$ cat config.mk
export PLATFORM = sky130hd
export DESIGN_NAME = mem_arbiter_flat
export DESIGN_NICKNAME = d
export VERILOG_FILES = /design/src/rtl/mem_arbiter_if.sv /design/src/rtl/mem_arbiter.sv /design/src/flat_wrapper.sv
export SDC_FILE = /design/constraint.sdc
export NUM_CORES = 1
export LEC_CHECK = 0
export ABC_AREA = 1
export CAP_MARGIN = 10
export CORE_UTILIZATION = 41
export DETAILED_ROUTE_END_ITERATION = 10
export GPL_TIMING_DRIVEN = 0
export PLACE_DENSITY = 0.89
export SYNTH_ARGS = -nofsm -noshare
export SYNTH_HDL_FRONTEND = slang
export SYNTH_SLANG_ARGS = --single-unit
export TNS_END_PERCENT = 30
$ cat constraint.sdc
create_clock -name CLK -period 6.4 [get_ports CLK]
set_clock_uncertainty 0.15 [all_clocks]
set_input_delay 1.28 -clock CLK [delete_from_list [all_inputs] [get_ports CLK]]
set_output_delay 1.28 -clock CLK [all_outputs]
set_load 0.05 [all_outputs]
$ cat src/rtl/mem_arbiter_if.sv
// Purpose : bundles the icache, dcache and RAM-side signals of the memory arbiter.
// Latency : none (wires only).
// Backpress: requesters hold their request lines until their wait output drops.
// Ports   : slave  = arbiter view (requests/RAM status in, waits/loads/RAM drive out)
//           master = requester/RAM view (mirror of slave)
interface mem_arbiter_if;
    logic        iREN;
    logic [31:0] iaddr;
    logic        iwait;
    logic [31:0] iload;

    logic        dREN;
    logic        dWEN;
    logic [31:0] daddr;
    logic [31:0] dstore;
    logic        dwait;
    logic [31:0] dload;

    logic        ramREN;
    logic        ramWEN;
    logic [31:0] ramaddr;
    logic [31:0] ramstore;
    logic [31:0] ramload;
    logic        ramready;

    logic        memerr;

    modport slave (
        input  iREN, iaddr, dREN, dWEN, daddr, dstore, ramload, ramready,
        output iwait, iload, dwait, dload, ramREN, ramWEN, ramaddr, ramstore, memerr
    );

    modport master (
        output iREN, iaddr, dREN, dWEN, daddr, dstore, ramload, ramready,
        input  iwait, iload, dwait, dload, ramREN, ramWEN, ramaddr, ramstore, memerr
    );
endinterface

$ cat src/rtl/mem_arbiter.sv
// Purpose : arbitrates one RAM port between icache and dcache, dcache-first with an
//           anti-starvation limit for icache and a serve-state timeout.
// Latency : 2 cycles minimum (grant in IDLE, completion in first serve cycle on ramready).
// Backpress: a requester's wait stays high until its completion cycle; RAM stalls via ramready.
// Ports   : CLK/RST (async active-high), bus = mem_arbiter_if.slave carrying
//           iREN/iaddr/iwait/iload, dREN/dWEN/daddr/dstore/dwait/dload,
//           ramREN/ramWEN/ramaddr/ramstore/ramload/ramready and memerr.
module mem_arbiter #(
    parameter int STARVE_MAX = 4,
    parameter int TIMEOUT    = 15
) (
    input  logic         CLK,
    input  logic         RST,
    mem_arbiter_if.slave bus
);

    localparam int SW = (STARVE_MAX > 0) ? $clog2(STARVE_MAX + 1) : 1;
    // Serve counter only needs to reach TIMEOUT-1: it counts serve cycles already spent.
    localparam int CW = (TIMEOUT > 1) ? $clog2(TIMEOUT) : 1;

    localparam logic [SW-1:0] STARVE_LIM = SW'(STARVE_MAX);
    localparam logic [CW-1:0] CNT_LAST   = CW'(TIMEOUT - 1);
    localparam logic [31:0]   ERR_WORD   = 32'hBAD1_BAD1;

    typedef enum logic [1:0] {
        IDLE   = 2'd0,
        DSERVE = 2'd1,
        ISERVE = 2'd2
    } state_t;

    state_t        state_q,  state_d;
    logic [SW-1:0] starve_q, starve_d;
    logic [CW-1:0] cnt_q,    cnt_d;
    logic [31:0]   addr_q,   addr_d;
    logic [31:0]   store_q,  store_d;
    logic          wr_q,     wr_d;

    logic d_req;
    logic srv_d;
    logic srv_i;
    logic tmo;
    logic fin;

    // A serve state only drives the RAM while its requester still holds a request, so
    // a dropped request removes the enables in the same cycle and cannot complete.
    assign d_req = bus.dREN | bus.dWEN;
    assign srv_d = (state_q == DSERVE) && d_req;
    assign srv_i = (state_q == ISERVE) && bus.iREN;

    // Cycle with cnt_q == TIMEOUT-1 is the last allowed serve cycle; ramready wins there.
    assign tmo = !bus.ramready && (cnt_q == CNT_LAST);
    assign fin = bus.ramready || tmo;

    // Completion outputs are combinational: the wait must drop in the very cycle the
    // RAM reports ramready, so they cannot come from a flop.
    assign bus.iwait  = !(srv_i && fin);
    assign bus.dwait  = !(srv_d && fin);
    assign bus.iload  = (srv_i && bus.ramready) ? bus.ramload :
                        (srv_i && tmo)          ? ERR_WORD    : 32'h0;
    assign bus.dload  = (srv_d && bus.ramready) ? (wr_q ? 32'h0 : bus.ramload) :
                        (srv_d && tmo)          ? ERR_WORD                     : 32'h0;
    assign bus.memerr = (srv_i || srv_d) && tmo;

    assign bus.ramREN   = srv_i || (srv_d && !wr_q);
    assign bus.ramWEN   = srv_d && wr_q;
    assign bus.ramaddr  = (srv_i || srv_d) ? addr_q  : 32'h0;
    assign bus.ramstore = (srv_i || srv_d) ? store_q : 32'h0;

    always_comb begin
        state_d  = state_q;
        starve_d = starve_q;
        cnt_d    = cnt_q;
        addr_d   = addr_q;
        store_d  = store_q;
        wr_d     = wr_q;

        case (state_q)
            IDLE: begin
                if (bus.iREN && (starve_q == STARVE_LIM || !d_req)) begin
                    // icache wins when starved, or simply when dcache is quiet.
                    state_d  = ISERVE;
                    addr_d   = bus.iaddr;
                    store_d  = 32'h0;
                    wr_d     = 1'b0;
                    cnt_d    = '0;
                    starve_d = '0;
                end else if (d_req) begin
                    state_d  = DSERVE;
                    addr_d   = bus.daddr;
                    store_d  = bus.dstore;
                    wr_d     = bus.dWEN;
                    cnt_d    = '0;
                    // Reaching here with iREN high implies starve_q < STARVE_LIM.
                    starve_d = bus.iREN ? starve_q + SW'(1) : '0;
                end else begin
                    starve_d = '0;
                end
            end

            DSERVE, ISERVE: begin
                if (!(srv_d || srv_i) || fin) begin
                    state_d = IDLE;
                end else begin
                    cnt_d = cnt_q + CW'(1);
                end
            end

            default: state_d = IDLE;
        endcase
    end

    always_ff @(posedge CLK or posedge RST) begin
        if (RST) begin
            state_q  <= IDLE;
            starve_q <= '0;
            cnt_q    <= '0;
            addr_q   <= 32'h0;
            store_q  <= 32'h0;
            wr_q     <= 1'b0;
        end else begin
            state_q  <= state_d;
            starve_q <= starve_d;
            cnt_q    <= cnt_d;
            addr_q   <= addr_d;
            store_q  <= store_d;
            wr_q     <= wr_d;
        end
    end

endmodule

$ cat src/flat_wrapper.sv
// flat-port wrapper written by rule: the top's interface ports become plain ports
module mem_arbiter_flat 
#(
    parameter int STARVE_MAX = 4,
    parameter int TIMEOUT    = 15
)
  (CLK, RST, bus_iREN, bus_iaddr, bus_dREN, bus_dWEN, bus_daddr, bus_dstore, bus_ramload, bus_ramready, bus_iwait, bus_iload, bus_dwait, bus_dload, bus_ramREN, bus_ramWEN, bus_ramaddr, bus_ramstore, bus_memerr);
  mem_arbiter_if bus_i ();
  input  logic CLK;
  input  logic RST;
  input wire logic [$bits(bus_i.iREN)-1:0] bus_iREN;
  input wire logic [$bits(bus_i.iaddr)-1:0] bus_iaddr;
  input wire logic [$bits(bus_i.dREN)-1:0] bus_dREN;
  input wire logic [$bits(bus_i.dWEN)-1:0] bus_dWEN;
  input wire logic [$bits(bus_i.daddr)-1:0] bus_daddr;
  input wire logic [$bits(bus_i.dstore)-1:0] bus_dstore;
  input wire logic [$bits(bus_i.ramload)-1:0] bus_ramload;
  input wire logic [$bits(bus_i.ramready)-1:0] bus_ramready;
  output wire logic [$bits(bus_i.iwait)-1:0] bus_iwait;
  output wire logic [$bits(bus_i.iload)-1:0] bus_iload;
  output wire logic [$bits(bus_i.dwait)-1:0] bus_dwait;
  output wire logic [$bits(bus_i.dload)-1:0] bus_dload;
  output wire logic [$bits(bus_i.ramREN)-1:0] bus_ramREN;
  output wire logic [$bits(bus_i.ramWEN)-1:0] bus_ramWEN;
  output wire logic [$bits(bus_i.ramaddr)-1:0] bus_ramaddr;
  output wire logic [$bits(bus_i.ramstore)-1:0] bus_ramstore;
  output wire logic [$bits(bus_i.memerr)-1:0] bus_memerr;
  assign bus_i.iREN = bus_iREN;
  assign bus_i.iaddr = bus_iaddr;
  assign bus_i.dREN = bus_dREN;
  assign bus_i.dWEN = bus_dWEN;
  assign bus_i.daddr = bus_daddr;
  assign bus_i.dstore = bus_dstore;
  assign bus_i.ramload = bus_ramload;
  assign bus_i.ramready = bus_ramready;
  assign bus_iwait = bus_i.iwait;
  assign bus_iload = bus_i.iload;
  assign bus_dwait = bus_i.dwait;
  assign bus_dload = bus_i.dload;
  assign bus_ramREN = bus_i.ramREN;
  assign bus_ramWEN = bus_i.ramWEN;
  assign bus_ramaddr = bus_i.ramaddr;
  assign bus_ramstore = bus_i.ramstore;
  assign bus_memerr = bus_i.memerr;
  mem_arbiter #(.STARVE_MAX(STARVE_MAX), .TIMEOUT(TIMEOUT)) u_core (.CLK(CLK), .RST(RST), .bus(bus_i));
endmodule
==> flow_metrics.env <==
export IMPL_grt_antenna_before_repair=0
export IMPL_synthToLayoutAreaGrowth_pct=69.0
export IMPL_irDropWorstVdd_uv=261
export IMPL_cts_root_buffer="clkbuf_8"
export IMPL_min_path_type="reg -> reg"
export IMPL_netlist_instances=630
export IMPL_drive_gt1_share_pct=6.68
export IMPL_start_util_pct=42.8
export IMPL_synth_area_sq_um=4480
export IMPL_grt_overflow=0
export IMPL_hold_violations=0
export IMPL_crit_arrival_ns=3.64
export IMPL_synth_area_leaders="dfrtp_1 41%, nor2_1 9.8%, inv_1 9.6%, nand3_1 8.5%, nand2_1 5.2%"
export IMPL_power_density_nw_per_um2=411
export IMPL_finalSetupViolCount=0
export IMPL_synth_top_area_share_pct=41.4
export IMPL_power_leakage_nw=3.53
export IMPL_critPathCaptureType="primary output"
export IMPL_synth_yosys_seq_area_share_pct=41.4
export IMPL_die_area_sq_um=11300
export IMPL_crit_required_ns=4.97
export IMPL_grt_pass1_wl_um=24100
export IMPL_num_antenna_cells=0
export IMPL_drcViolationCount=0
export IMPL_place_inst=1033
export IMPL_vias=5140
export IMPL_fin_crit_ns=5.07
export IMPL_ctsHoldBuffers=0
export IMPL_cts_tree="done"
export IMPL_synthFlopType="dfrtp_1"
export IMPL_htreeDepth=3
export IMPL_grt_pass1_vias=4932
export IMPL_num_rows=37
export IMPL_drt_iter0_drc=305
export IMPL_postRouteAntennaNets=0
export IMPL_port_buffers=266
export IMPL_async_flop_share_pct=100
export IMPL_slew_viol_final=0
export IMPL_synth_edf_count=0
export IMPL_path_max_fanout=10
export IMPL_fin_util_pct=72.3
export IMPL_path_clk_slew_ns=0.07
export IMPL_grt_use_total_pct=26.9
export IMPL_yosys_register_bits=74
export IMPL_power_total_mw=3.11
export IMPL_max_freq_ghz=0.197
export IMPL_worstSetupStartpointType="input pin"
export IMPL_finalNetCount=1050
export IMPL_ys_warn_count=0
export IMPL_outcome="finished, final reports clean"
export IMPL_postCtsSetupBuffers=0
export IMPL_max_cap_violations=0
export IMPL_die_height_um=106
export IMPL_synth_avg_cell_area_sq_um=7.10
export IMPL_core_area_sq_um=10500
export IMPL_rsz0062_at_grt="false"
export IMPL_vias_per_cell=4.90
export IMPL_min_from="u_core.cnt_q[3]$_DFFE_PP0P_"
export IMPL_fin_cells=1049
export IMPL_max_slew_worst_pin_slew_ns=0.553
export IMPL_crit_start="bus_iREN"
export IMPL_r2r_start="u_core.state_q[0]$_DFFE_PP0P_"
export IMPL_wl_per_cell_um=14.3
export IMPL_crit_type="in -> out"
export IMPL_totalWireLength_um=15000
export IMPL_fin_tns_setup_ns=0
export IMPL_dp_hpwl_um=11600
export IMPL_pin_count=267
export IMPL_firstDrtPassIters=4
export IMPL_die_width_um=106
export IMPL_syn_nets=772
export IMPL_grt_max_degree=73
export IMPL_clock_sinks=74
export IMPL_fin_crit_sh_pct=79.3
export IMPL_cts_resized=0
export IMPL_routabilityCongestion=0.867
export IMPL_cts_buffer_depth=2
export IMPL_yosys_area_top_type="dfrtp_1"
export IMPL_max_slew_margin_pct=63.0
export IMPL_cts_buffers=9
export IMPL_clk_latency_ns=0.34
export IMPL_ys_types=24
cells in the mapped netlist (2+ instances only):
cell and count:
buf_2 18, dfrtp_1 74, nor3_1 15, a31oi_1 32
clkbuf_1 7, a21oi_1 19, o22ai_1 3, nor2_1 117
buf_4 13, buf_6 4, nor2_2 2, nand2_1 62
inv_2 2, nand2_2 4, buf_1 4, o21ai_0 31
ha_1 8, o31ai_1 18, o21ai_1 4, nand3_1 76
inv_1 114
path summary, 6_finish.rpt:
kind                                             endpoint  slack [ns]  cells past startpoint
max in group asynchronous     u_core.cnt_q[3]$_DFFE_PP0P_        4.56                      3
hold / removal                u_core.cnt_q[3]$_DFFE_PP0P_        0.35                      2
setup reg to reg            u_core.store_q[0]$_DFFE_PP0P_        4.48                      8
hold reg to reg               u_core.cnt_q[3]$_DFFE_PP0P_        0.35                      2
min in group asynchronous  u_core.store_q[16]$_DFFE_PP0P_        1.00                      2
setup / recovery                          bus_ramaddr[15]        1.33                      9
through the flow:
stage / area [sq um] / worst slack [ns] / hold slack [ns]
6_report: 7560 / 1.33 / 0.354
5_1_grt: 7560 / 1.18 / 0.400
4_1_cts: 7560 / 1.32 / 0.357
3_5_place_dp: 7340 / 1.32 / 0.339
3_3_place_gp: 7310 / 1.32 / 0.332
2_1_floorplan: 4480 / 2.07 / 0.314
power breakdown:
group	internal (mW)	total (mW)	switching, mW
Clock	0.233	0.412	0.179
Combinational	0.647	1.91	1.26
Sequential	0.686	0.784	0.0981
area by class of cell:
type	instances	area [sq um]
fill	833	2900
timing repair buffer	267	2690
clock inverter	5	85.1
multi-input combinational	394	1910
clock buffer	11	141
sequential	74	1850
tap	136	170
buffer	46	274
inverter	116	438
layer usage:
layer  up-vias  share of wire [%]  global-route usage [%]
li1       2558                  -                       -
met1      2384                 41                    32.5
met2       180                 51                    47.4
met3        18                7.2                    6.81
met4         0                1.5                    7.34
met5         -                  0                       0
critical path, stage by stage:
cell	delay (ns)
clkdlybuf4s50_1	0.50
buf_4	0.19
nand2_1	0.11
nand2_1	0.12
inv_1	0.06
buf_2	0.21
buf_4	0.22
nor2_1	0.10
clkdlybuf4s50_1	0.85
layout by cell type (no fill, tap or decap), drive strengths merged:
cell	count
ha	8
o22ai	3
o21ai	35
nand2	66
o31ai	18
clkinvlp	1
clkdlybuf4s50	266
nor2	119
bufinv	2
nand3	76
xor2	1
dfrtp	74
buf	40
a21oi	20
nor3	15
nand3b	1
inv	118
clkbuf	18
a31oi	32
registers in the layout, summed over array words and instances, names as in the netlist:
register	flops
u_core.cnt_q	4
u_core.store_q	32
u_core.starve_q	3
u_core.addr_q	32
u_core.state_q	2
u_core.wr_q	1
logic make-up after synthesis:
group,after synthesis,share of synthesized area (%)
buffers and inverters,162,15.9
and+or+nand+nor,277,26.2
DFF,74,41.4
xor gates and xnor gates,1,0.196
AOI/OAI and AO/OA,108,14.1
adders and majority gates,8,2.24
No activity file was read; power rests on OpenSTA's default activity.
